$ cat src/rtl/glitch_trig_delay_if.sv
// Port bundle for glitch_trig_delay: control/pin inputs and trigger/status outputs.
interface glitch_trig_delay_if #(
  parameter int unsigned DELAY_W = 16
);
  logic               arm;
  logic               abort;
  logic               ext_trig;
  logic               target_clock;
  logic [DELAY_W-1:0] delay;
  logic               trig;
  logic               armed;
  logic               busy;
  logic [7:0]         fire_count;

  modport master (
    output arm, abort, ext_trig, target_clock, delay,
    input  trig, armed, busy, fire_count
  );

  modport slave (
    input  arm, abort, ext_trig, target_clock, delay,
    output trig, armed, busy, fire_count
  );
endinterface

$ cat src/rtl/glitch_trig_delay.sv
// Trigger delay for the clock-glitch chain: ext_trig edge -> N target-clock edges -> trig pulse.
// Optional GLITCH_TRIG_REARM_EN: HOLDOFF returns to ARMED instead of IDLE.
module glitch_trig_delay #(
  parameter int unsigned DELAY_W     = 16,
  parameter int unsigned HOLD_CYCLES = 4,
  parameter int unsigned SYNC_STAGES = 2
) (
  input  logic               clk,
  input  logic               rst,
  glitch_trig_delay_if.slave bus
);

  localparam int unsigned HOLD_W = $clog2(HOLD_CYCLES + 1);
  localparam int unsigned FC_W   = 8;
  localparam logic [FC_W-1:0] FC_MAX = '1;

  typedef enum logic [2:0] {
    S_IDLE,
    S_ARMED,
    S_DELAY,
    S_FIRE,
    S_HOLDOFF
  } state_t;

`ifdef GLITCH_TRIG_REARM_EN
  localparam state_t HOLDOFF_EXIT = S_ARMED;
`else
  localparam state_t HOLDOFF_EXIT = S_IDLE;
`endif

  state_t                 state_q, state_d;
  logic [SYNC_STAGES-1:0] ext_sync_q, ext_sync_d;
  logic [SYNC_STAGES-1:0] tclk_sync_q, tclk_sync_d;
  logic                   ext_prev_q, ext_prev_d;
  logic                   tclk_prev_q, tclk_prev_d;
  logic [DELAY_W-1:0]     cnt_q, cnt_d;
  logic [HOLD_W-1:0]      hold_q, hold_d;
  logic [FC_W-1:0]        fire_count_q, fire_count_d;
  logic                   trig_q, trig_d;
  logic                   armed_q, armed_d;
  logic                   busy_q, busy_d;

  logic ext_level_c;
  logic trig_rise_c;
  logic tclk_rise_c;
  logic hold_last_c;

  // Synchroniser chains plus one "previous" flop each for single-cycle edge pulses.
  always_comb begin
    ext_sync_d  = {ext_sync_q[SYNC_STAGES-2:0], bus.ext_trig};
    tclk_sync_d = {tclk_sync_q[SYNC_STAGES-2:0], bus.target_clock};
    ext_prev_d  = ext_sync_q[SYNC_STAGES-1];
    tclk_prev_d = tclk_sync_q[SYNC_STAGES-1];
    ext_level_c = ext_sync_q[SYNC_STAGES-1];
    trig_rise_c = ext_sync_q[SYNC_STAGES-1] & ~ext_prev_q;
    tclk_rise_c = tclk_sync_q[SYNC_STAGES-1] & ~tclk_prev_q;
    hold_last_c = (hold_q == HOLD_W'(HOLD_CYCLES - 1));
  end

  // State register.
  always_ff @(posedge clk or posedge rst) begin
    if (rst) begin
      state_q <= S_IDLE;
    end else begin
      state_q <= state_d;
    end
  end

  // Next state; abort overrides every other event.
  always_comb begin
    state_d = state_q;
    if (bus.abort) begin
      state_d = S_IDLE;
    end else begin
      case (state_q)
        S_IDLE:    if (bus.arm) state_d = S_ARMED;
        S_ARMED:   if (trig_rise_c) state_d = (bus.delay == '0) ? S_FIRE : S_DELAY;
        S_DELAY:   if (tclk_rise_c && (cnt_q <= DELAY_W'(1))) state_d = S_FIRE;
        S_FIRE:    if (tclk_rise_c && hold_last_c) state_d = S_HOLDOFF;
        S_HOLDOFF: if (!ext_level_c) state_d = HOLDOFF_EXIT;
        default:   state_d = S_IDLE;
      endcase
    end
  end

  // Datapath and registered decodes of the next state.
  always_comb begin
    cnt_d        = cnt_q;
    hold_d       = hold_q;
    fire_count_d = fire_count_q;
    trig_d       = (state_d == S_FIRE);
    armed_d      = (state_d == S_ARMED);
    busy_d       = (state_d == S_DELAY) || (state_d == S_FIRE) || (state_d == S_HOLDOFF);

    if ((state_q == S_ARMED) && (state_d == S_DELAY)) begin
      cnt_d = bus.delay;
    end else if ((state_q == S_DELAY) && tclk_rise_c && (cnt_q != '0)) begin
      cnt_d = cnt_q - DELAY_W'(1);
    end

    // Hold counter sits at zero outside FIRE, so it is clear on every entry.
    if (state_q != S_FIRE) begin
      hold_d = '0;
    end else if (tclk_rise_c) begin
      hold_d = hold_q + HOLD_W'(1);
    end

    if ((state_q == S_FIRE) && (state_d == S_HOLDOFF) && (fire_count_q != FC_MAX)) begin
      fire_count_d = fire_count_q + FC_W'(1);
    end
  end

  always_ff @(posedge clk or posedge rst) begin
    if (rst) begin
      ext_sync_q   <= '0;
      tclk_sync_q  <= '0;
      ext_prev_q   <= 1'b0;
      tclk_prev_q  <= 1'b0;
      cnt_q        <= '0;
      hold_q       <= '0;
      fire_count_q <= '0;
      trig_q       <= 1'b0;
      armed_q      <= 1'b0;
      busy_q       <= 1'b0;
    end else begin
      ext_sync_q   <= ext_sync_d;
      tclk_sync_q  <= tclk_sync_d;
      ext_prev_q   <= ext_prev_d;
      tclk_prev_q  <= tclk_prev_d;
      cnt_q        <= cnt_d;
      hold_q       <= hold_d;
      fire_count_q <= fire_count_d;
      trig_q       <= trig_d;
      armed_q      <= armed_d;
      busy_q       <= busy_d;
    end
  end

  assign bus.trig       = trig_q;
  assign bus.armed      = armed_q;
  assign bus.busy       = busy_q;
  assign bus.fire_count = fire_count_q;

endmodule
$ cat src/flat_wrapper.sv
// flat-port wrapper written by rule: the top's interface ports become plain ports
module glitch_trig_delay_flat 
#(
  parameter int unsigned DELAY_W     = 16,
  parameter int unsigned HOLD_CYCLES = 4,
  parameter int unsigned SYNC_STAGES = 2
)
  (clk, rst, bus_arm, bus_abort, bus_ext_trig, bus_target_clock, bus_delay, bus_trig, bus_armed, bus_busy, bus_fire_count);
  glitch_trig_delay_if #(.DELAY_W(DELAY_W)) bus_i ();
  input  logic clk;
  input  logic rst;
  input wire logic [$bits(bus_i.arm)-1:0] bus_arm;
  input wire logic [$bits(bus_i.abort)-1:0] bus_abort;
  input wire logic [$bits(bus_i.ext_trig)-1:0] bus_ext_trig;
  input wire logic [$bits(bus_i.target_clock)-1:0] bus_target_clock;
  input wire logic [$bits(bus_i.delay)-1:0] bus_delay;
  output wire logic [$bits(bus_i.trig)-1:0] bus_trig;
  output wire logic [$bits(bus_i.armed)-1:0] bus_armed;
  output wire logic [$bits(bus_i.busy)-1:0] bus_busy;
  output wire logic [$bits(bus_i.fire_count)-1:0] bus_fire_count;
  assign bus_i.arm = bus_arm;
  assign bus_i.abort = bus_abort;
  assign bus_i.ext_trig = bus_ext_trig;
  assign bus_i.target_clock = bus_target_clock;
  assign bus_i.delay = bus_delay;
  assign bus_trig = bus_i.trig;
  assign bus_armed = bus_i.armed;
  assign bus_busy = bus_i.busy;
  assign bus_fire_count = bus_i.fire_count;
  glitch_trig_delay #(.DELAY_W(DELAY_W), .HOLD_CYCLES(HOLD_CYCLES), .SYNC_STAGES(SYNC_STAGES)) u_core (.clk(clk), .rst(rst), .bus(bus_i));
endmodule
$ cat config.mk
export PLATFORM = sky130hd
export DESIGN_NAME = glitch_trig_delay_flat
export DESIGN_NICKNAME = d
export VERILOG_FILES = /design/src/rtl/glitch_trig_delay_if.sv /design/src/rtl/glitch_trig_delay.sv /design/src/flat_wrapper.sv
export SDC_FILE = /design/constraint.sdc
export NUM_CORES = 1
export LEC_CHECK = 0
export BUFFER_PORTS_ARGS = -buffer_cell sky130_fd_sc_hd__buf_2
export CAP_MARGIN = 20
export CORE_MARGIN = 2
export CORE_UTILIZATION = 35
export DETAILED_ROUTE_END_ITERATION = 10
export PLACE_DENSITY_LB_ADDON = 0.1
export SYNTH_ARGS = -nofsm -noshare
export SYNTH_HDL_FRONTEND = slang
export SYNTH_SLANG_ARGS = --single-unit
$ cat constraint.sdc
create_clock -name clk -period 1.9 [get_ports clk]
set_input_delay 0.095 -clock clk [delete_from_list [all_inputs] [get_ports clk]]
set_output_delay 0.095 -clock clk [all_outputs]
set_load 0.02 [all_outputs]
==> impl_results.md <==
- Status: finished clean
- Max_cap viols: 0
- Logic pwr share: 0.306
- Switching share of power: 0.326
- Die Wd: 80.3 um
- Worst skew pair latency: around 0.29 ns
- Kind of end point of the critical path: flop
- Clk sinks: 39
- Row count: 27
- Pleak: approximately 1.3 nW
- Synth area leaders: dfrtp_1 (48%), nand2_1 (3.9%), ha_1 (3.7%), nand3_1 (3.4%), xnor2_1 (3.0%)
- Drt total wl: 4940 um
- R2r startpoint: u_core.cnt_q[4]
- Netlist cell types: 48
- Worst slack at placement: 0.0134 ns
- Sequential element share of the synthesized area: 0.479
- Top cell type's share of synthesized area: 0.479
- DRT antenna net count: 0
- Final worst slack: slightly below 0.07 ns
- Async set-reset flop share out of synthesis: 1.00
- VDD IR max: roughly 0.62 mV
- Setup slack, reg-to-reg: 0.07 ns
- CP arrival: 2.00 ns
- Setup TNS: 0 ns
- Number of synthesized flops with an enable pin: 0
- Max Fclk: 546 MHz
- Io pins: 33
- FF+latch area: around 980 um^2
- Nets: ~300
- Clock root cell: clkbuf_8
- Yosys warning count: 0
- Max Clock Skew: 0.00988 ns
- Post-DR wirelength/cell: about 14 um
- CTS Buffer Depth: 2
- Worst-margin pin slew: 0.490 ns
- Drc violations: 0
- First-pass GRT wire length: 8340 um
- Worst R2R End: u_core.cnt_q[15]
- Reg clk slew, reported paths: ~0.080 ns
- Initial DRC count: between 70 and 80
- Total Power: 0.00237 W
- IO Port Bufs: 32
- CP required: a little over 2 ns
- Fill cell count: roughly 560
- Detailed placement HPWL: approximately 3700 um
- Vias in the first global route: between 1.5k and 2k
- Clock share of power: 0.234
- Vias per cell: approximately 5.2
- Syn_area_per_cell: between 10 and 15 um^2
- Final instance area: 0.00268 mm^2
- GP Congestion: ~0.84
- DR vias: 1806
- Area grow syn2layout: 31.4%
- Area of the multi-input gates: between 0.001 and 0.0015 mm^2
- CP Launch Type: flop
- Core box area: between 0.005 and 0.006 mm^2
- Most frequent cells after synthesis: dfrtp_1 (39), nand2_1 (21), nor2_1 (16)
- Main synth FF type: dfrtp_1
- Worst slew margin: 0.673
- Placed cells: 333
- CTS tree: yes
- Placed cell areas: between 0.002 and 0.003 mm^2
- Share of cells above drive strength 1: 0.339
- Final setup fails: 0
- Largest net degree at the start of global routing: 40
- Pins over their slew limit: 0
- Crit-path max FO: 7
- Sequential share of power: 0.460
- Die Ht: around 80 um
- Non-filler instance count after layout: roughly 350
- GRT Total Usage: 0.167
- Most numerous cell in the Yosys netlist: dfrtp_1
- # diodes: 0
- Grt ovf: 0
- Reg2reg path depth: 6
- Critical path class: flop to flop
- Post-Syn Nets: between 200 and 250
- RSZ-0062 raised after global routing: yes
- Die area: 0.00645 mm^2
- Cell taking the most area after synthesis: dfrtp_1
- Cell internal pwr: about 0.0016 W
- Fin. Hold Viols: 0
- Crit path time final: around 1.8 ns
- Hold_sp: bus_delay[5]
- Drt pass-1 iters: 4
- Hold Path Depth: 3
- Inserted Clock Buffers: 5
- Antenna violations before repair: 0
- Sw Pwr: between 0.0007 and 0.0008 W
- H-tree levels: 2
- Flops & latches, synth: 39
- Worst Hold End: u_core.cnt_q[5]
- PD cells: between 800 and 900 mW/mm^2
- Post-synthesis cell area: a little over 0.002 mm^2
- Initial core utilization: 0.365
- Mapped Cells: 200
- Final Cycle Share: 0.964
- Worst min path class: input port to flop
state kept, by name, indices dropped and copies added (netlist names):
name / cells
u_core.cnt_q: 16
u_core.bus.fire_count: 8
u_core.hold_q: 3
u_core.state_q: 3
u_core.ext_sync_q: 2
u_core.tclk_sync_q: 2
u_core.bus.armed: 1
u_core.bus.busy: 1
u_core.bus.trig: 1
u_core.ext_prev_q: 1
u_core.tclk_prev_q: 1
placed cells by master (no fill, tap or decap), drive strengths merged, types with 6 or more instances in the layout:
cell,count
clkbuf,6
nand3,14
nor4,8
nor2,16
ha,6
dfrtp,39
nand2,21
inv,8
o211ai,8
o21ai,6
xnor2,7
nand4,7
buf,68
worst max-delay path by stage:
stage                           startpoint               end  cells past startpoint
after global routing       u_core.cnt_q[4]  u_core.cnt_q[14]                      7
after global placement    u_core.hold_q[0]   u_core.bus.busy                      5
final                      u_core.cnt_q[4]  u_core.cnt_q[15]                      6
after detailed placement   u_core.cnt_q[0]   u_core.cnt_q[6]                      7
after floorplan            u_core.cnt_q[4]  u_core.cnt_q[15]                      6
after CTS                  u_core.cnt_q[0]   u_core.cnt_q[6]                      7
cell type report:
type / count / share of cell area
inverter: 8 / 0.0112
sequential: 39 / 0.365
clock inverter: 2 / 0.00468
multi-input combinational: 148 / 0.385
clock buffer: 6 / 0.0271
timing repair buffer: 71 / 0.173
tap: 72 / 0.0337
cell families after synthesis:
kind of cell / share of synthesized area
AOI/OAI and AO/OA: 0.135
xor gates and xnor gates: 0.0430
adders and majority gates: 0.0369
buffers and inverters: 0.0276
DFF: 0.479
muxes: 0.00491
and+or+nand+nor: 0.273
critical path, stage by stage (launching register included):
cell and delay (ns):
dfrtp_1 0.41, nor4_4 0.29, buf_6 0.17, nand3b_4 0.09, nand3b_4 0.18, o311a_1 0.30
a221o_1 0.26
per-layer routing:
layer / share of wire / wire (um) / track usage
met5: 0 / 0 / 0
met4: 0.015 / 74 / 0.0559
met1: 0.50 / 2470 / 0.234
met3: 0.046 / 229 / 0.0438
met2: 0.44 / 2160 / 0.251
metrics by stage:
| stage | utilization | hold slack, ns |
|---|---|---|
| 2_1_floorplan | - | 0.126 |
| 3_3_place_gp | 0.451 | 0.203 |
| 3_5_place_dp | 0.451 | 0.205 |
| 4_1_cts | 0.473 | 0.0261 |
| 5_1_grt | 0.480 | 0.0320 |
| 6_report | 0.480 | 0.0252 |
what timing repair did:
item | 4_1_cts | 5_1_grt
buffers inserted | 0 | 2
endpoints found under the hold margin | 41 | 0
gates resized for setup | 1 | 9
hold buffers | 3 | 0
setup endpoints to repair | 1 | 6
pin swaps | 0 | 4
power by group through the flow:
| stage | logic [W] | clock network [W] | registers, W |
|---|---|---|---|
| after floorplan | 0.000395 | 0 | 0.00109 |
| after global placement | 0.000689 | 0 | 0.00110 |
| after detailed placement | 0.000683 | 0 | 0.00110 |
| after CTS | 0.000696 | 0.000573 | 0.00108 |
| after global routing | 0.000808 | 0.000611 | 0.00111 |
| final | 0.000726 | 0.000554 | 0.00109 |
(Power assumes the default switching activity.)
